===== config.mk =====
export PLATFORM = sky130hd
export DESIGN_NAME = mp_add_seq
export DESIGN_NICKNAME = d
export VERILOG_FILES = /design/src/rtl/mp_add_seq.sv
export SDC_FILE = /design/constraint.sdc
export NUM_CORES = 1
export LEC_CHECK = 0
export ABC_AREA = 1
export CAP_MARGIN = 10
export CORE_MARGIN = 2
export CORE_UTILIZATION = 50
export CTS_CLUSTER_DIAMETER = 60
export CTS_CLUSTER_SIZE = 12
export DETAILED_ROUTE_END_ITERATION = 6
export DONT_BUFFER_PORTS = 1
export PLACE_DENSITY_LB_ADDON = 0.3
export SYNTH_ARGS = -nofsm -noshare
export SYNTH_HDL_FRONTEND = slang
export SYNTH_HIERARCHICAL = 1
export SYNTH_SLANG_ARGS = --single-unit

===== constraint.sdc =====
create_clock -name clk -period 5.5 [get_ports clk]
set_clock_uncertainty 0.2 [all_clocks]
set_input_delay 0.825 -clock clk [delete_from_list [all_inputs] [get_ports clk]]
set_output_delay 0.825 -clock clk [all_outputs]
set_load 0.03 [all_outputs]

===== src/rtl/mp_add_seq.sv =====
// Multi-precision adder: one N-bit ripple-carry adder reused for K slices per operation (W = N*K).
// Define MP_ADD_SEQ_OVF_EN to add a registered two's-complement overflow output (ovf).

module mp_add_seq_rca #(
    parameter int N = 8
) (
    input  logic [N-1:0] a_i,
    input  logic [N-1:0] b_i,
    input  logic         c_i,
    output logic [N-1:0] s_o,
    output logic         c_msb_o,
    output logic         c_o
);
    logic [N:0] c;

    assign c[0] = c_i;

    for (genvar g = 0; g < N; g++) begin : g_fa
        assign s_o[g]   = a_i[g] ^ b_i[g] ^ c[g];
        assign c[g + 1] = (a_i[g] & b_i[g]) | (c[g] & (a_i[g] ^ b_i[g]));
    end

    // carry into the slice MSB, needed only for signed overflow detection
    assign c_msb_o = c[N-1];
    assign c_o     = c[N];
endmodule

module mp_add_seq #(
    parameter int N = 8,
    parameter int K = 4,
    localparam int W = N * K
) (
    input  logic         clk,
    input  logic         rst_n,
    input  logic         in_valid,
    output logic         in_ready,
    input  logic [W-1:0] a,
    input  logic [W-1:0] b,
    input  logic         c_in,
    output logic         out_valid,
    input  logic         out_ready,
    output logic [W-1:0] sum,
    output logic         c_out,
`ifdef MP_ADD_SEQ_OVF_EN
    output logic         ovf,
`endif
    output logic         busy
);
    localparam int CW = (K > 1) ? $clog2(K) : 1;

    typedef enum logic [1:0] {
        IDLE = 2'd0,
        RUN  = 2'd1,
        DONE = 2'd2
    } state_t;

    state_t         state_q, state_d;
    logic [CW-1:0]  cnt_q, cnt_d;
    logic [W-1:0]   a_q, a_d;
    logic [W-1:0]   b_q, b_d;
    logic           carry_q, carry_d;
    logic [W-1:0]   sum_q, sum_d;
    logic           cout_q, cout_d;
    logic           ovf_q, ovf_d;

    logic [N-1:0]   rca_a, rca_b, rca_s;
    logic           rca_cmsb, rca_c;
    logic           last_slice;

    assign rca_a      = a_q[cnt_q*N +: N];
    assign rca_b      = b_q[cnt_q*N +: N];
    assign last_slice = (cnt_q == CW'(K - 1));

    mp_add_seq_rca #(.N(N)) u_rca (
        .a_i     (rca_a),
        .b_i     (rca_b),
        .c_i     (carry_q),
        .s_o     (rca_s),
        .c_msb_o (rca_cmsb),
        .c_o     (rca_c)
    );

    always_comb begin
        state_d = state_q;
        cnt_d   = cnt_q;
        a_d     = a_q;
        b_d     = b_q;
        carry_d = carry_q;
        sum_d   = sum_q;
        cout_d  = cout_q;
        ovf_d   = ovf_q;
        case (state_q)
            IDLE: begin
                if (in_valid) begin
                    a_d     = a;
                    b_d     = b;
                    carry_d = c_in;
                    cnt_d   = '0;
                    state_d = RUN;
                end
            end
            RUN: begin
                sum_d[cnt_q*N +: N] = rca_s;
                carry_d             = rca_c;
                if (last_slice) begin
                    cout_d  = rca_c;
                    ovf_d   = rca_cmsb ^ rca_c;
                    cnt_d   = '0;
                    state_d = DONE;
                end else begin
                    cnt_d = cnt_q + 1'b1;
                end
            end
            DONE: begin
                if (out_ready) begin
                    state_d = IDLE;
                end
            end
            default: state_d = IDLE;
        endcase
    end

    always_ff @(posedge clk or negedge rst_n) begin
        if (!rst_n) begin
            state_q <= IDLE;
            cnt_q   <= '0;
            a_q     <= '0;
            b_q     <= '0;
            carry_q <= 1'b0;
            sum_q   <= '0;
            cout_q  <= 1'b0;
            ovf_q   <= 1'b0;
        end else begin
            state_q <= state_d;
            cnt_q   <= cnt_d;
            a_q     <= a_d;
            b_q     <= b_d;
            carry_q <= carry_d;
            sum_q   <= sum_d;
            cout_q  <= cout_d;
            ovf_q   <= ovf_d;
        end
    end

    assign in_ready  = (state_q == IDLE);
    assign out_valid = (state_q == DONE);
    assign busy      = (state_q != IDLE);
    assign sum       = sum_q;
    assign c_out     = cout_q;

`ifdef MP_ADD_SEQ_OVF_EN
    assign ovf = ovf_q;
`else
    logic unused_ovf;
    assign unused_ovf = ovf_q ^ rca_cmsb;
`endif
endmodule


==> results.json <==
{
  "worst-path-max-fanout": 20,
  "synthTopCellsByArea": "dfrtp_1 (51%), nand2_1 (18%), nand3_1 (6.1%)",
  "synth_top_area_share_pct": 51.1,
  "yosys_warnings": 6,
  "htree_num_levels": 3,
  "ir_drop_uv": 335,
  "end_kind": "flip-flop",
  "crit_type": "reg -> reg",
  "port_buffers": 0,
  "p_int_w": 0.00192,
  "grtUsageTotal_pct": 21.7,
  "clk_latency_ns": 0.37,
  "core_mm2": 0.00973,
  "grt_first_pass_wirelength_um": 18500,
  "drive_gt1_share_pct": 5.21,
  "drtIter0Drc": 167,
  "synth_common_cells": "nand2_1 (246), dfrtp_1 (102), nand3_1 (61)",
  "regToRegSetupSlack_ns": 0.80,
  "whs_ns": 0.164,
  "cts_setup_buffers": 0,
  "reg2regPathDepth": 19,
  "setup_viol": 0,
  "numCtsBuffers": 9,
  "power_switching_w": 0.00183,
  "worstHoldPathType": "in -> async",
  "pwr-share-seq_pct": 38.3,
  "die_h_um": 104,
  "synth_enable_flop_cells": 0,
  "place.gp.congestion": 0.835,
  "hpwl_um": 8220,
  "min_period_ns": 4.70,
  "rsz0062_at_grt": "false",
  "final_nets": 674,
  "leakagePower_nw": 2.79,
  "yosysSeqAreaShare_pct": 51.1,
  "via_count": 3853,
  "post_drt_via_cell_ratio": 5.29,
  "maxCapViolations": 0,
  "pwr-share-comb_pct": 48.2,
  "start_kind": "flip-flop",
  "synthToLayoutAreaGrowth_pct": 4.69,
  "ys.flop_type": "dfrtp_1",
  "relSlewSlack_pct": 47.9,
  "cts_tree": "yes",
  "grt_start_max_net_pins": 103,
  "drc": 0,
  "synthDistinctLibCells": 24,
  "crit_arrival_ns": 4.81,
  "grt_pass1_vias": 3734,
  "clk_pin_slew_ns": 0.09,
  "routed_wl_um": 11300,
  "drt_first_pass_iters": 4,
  "fin_tns_setup_ns": 0,
  "synth_cells": 611,
  "die_area_mm2": 0.0108,
  "tightest_slew_ns": 0.781,
  "syn_area_per_cell_um2": 8.17,
  "start_util_pct": 51.3,
  "cts_root_buf": "clkbuf_8",
  "clock-sinks": 102,
  "critPathRequiredTime_ns": 5.61,
  "io_pins": 105,
  "synth_fp_nets": 693,
  "finalCritPeriodShare_pct": 85.4,
  "status": "completed",
  "final_hold_viol_count": 0,
  "cts.path.max_buffers": 2,
  "cts_resized": 0,
  "ys_ff_latch": 102,
  "die_x_um": 104,
  "synth_most_common_cell": "nand2_1",
  "overflow": 0,
  "yosys.area.top_type": "dfrtp_1",
  "synthArstFlopShare_pct": 100,
  "clock.fmax_ghz": 0.213,
  "power_density_mw_per_mm2": 717,
  "swShare_pct": 48.8,
  "wire_per_inst_um": 15.5,
  "slew_violations": 0,
  "synth_area_mm2": 0.00499,
  "hold_buffers": 1,
  "antenna_cells": 0,
  "ant_nets": 0,
  "rows": 36,
  "antenna_found_initial": 0,
  "p_clk_share_pct": 13.5
}
[worst max-delay path, stage by stage, from the launching register on]
cell     delay [ns]
dfrtp_1        0.74
nor2_1         0.09
o21ai_0        0.09
nand2_1        0.11
fa_1           0.43
inv_1          0.08
fa_1           0.18
inv_1          0.05
fa_1           0.38
fa_1           0.39
fa_1           0.40
fa_1           0.37
inv_1          0.08
fa_1           0.16
inv_1          0.05
fa_1           0.51
nand2_1        0.08
nor2_1         0.13
nand2_1        0.07
nand2_1        0.06
[metal layers]
layer | wire length (µm) | vias to the layer above | share of wire [%] | global-route usage [%]
li1 | - | 1884 | - | -
met4 | 284 | 0 | 2.5 | 9.36
met5 | 0 | - | 0 | 0
met2 | 5420 | 123 | 48 | 35.8
met1 | 4910 | 1824 | 44 | 27.9
met3 | 665 | 22 | 5.9 | 4.32
[placed cells by master, fill, tap and decap left out, types with 2 or more instances in the layout]
master	count
buf_4	4
bufinv_16	2
clkbuf_8	9
clkinvlp_4	2
dfrtp_1	102
fa_1	8
ha_1	5
inv_1	41
inv_2	3
nand2_1	246
nand3_1	61
nand3_2	3
nor2_1	43
nor2_2	2
nor3_1	5
o211ai_1	16
o21a_1	16
o21ai_0	18
o21ai_1	2
[cells by family after synthesis]
kind of cell | after synthesis | synth area share, %
and+or+nand+nor | 364 | 30.2
DFF | 102 | 51.1
buffers and inverters | 79 | 7.27
AOI/OAI and AO/OA | 53 | 6.97
adders and majority gates | 13 | 4.46
[sequential cells by signal, summed over array words and instances (netlist names)]
register  cells
cnt_q         2
state_q       2
a_q          32
sum          32
c_out         1
carry_q       1
b_q          32
[worst paths after layout]
kind	startpoint	to
worst max-delay path	cnt_q[1]	sum[15]
worst max register to register	cnt_q[1]	sum[15]
max in group asynchronous	rst_n	a_q[27]
worst min register to register	a_q[4]	a_q[4]
worst min-delay path	rst_n	sum[20]
min in group clk	a_q[4]	a_q[4]
[layout make-up]
class                      instances  area [µm²]
fill                             962        4500
timing repair buffer               5        57.6
tap                              133         166
inverter                          44         165
clock buffer                       9         124
sequential                       102        2550
multi-input combinational        430        2080
clock inverter                     5        83.8
[power groups by stage]
stage          Combinational [W]  Sequential (W)  Clock, W
2_1_floorplan            0.00142         0.00136         0
3_3_place_gp             0.00171         0.00145         0
3_5_place_dp             0.00178         0.00145         0
4_1_cts                  0.00180         0.00144  0.000513
5_1_grt                  0.00205         0.00148  0.000540
6_report                 0.00181         0.00144  0.000506
[per-stage QoR]
step	setup WS (ns)	power, W	std cells	util (%)	area [µm²]
2_1_floorplan	1.01	0.00278	611	-	4990
3_3_place_gp	0.975	0.00316	713	51.3	4990
3_5_place_dp	0.847	0.00323	713	51.3	4990
4_1_cts	0.826	0.00375	728	53.7	5230
5_1_grt	0.511	0.00406	728	53.7	5230
6_report	0.802	0.00375	728	53.7	5230
(Power assumes the default switching activity.)
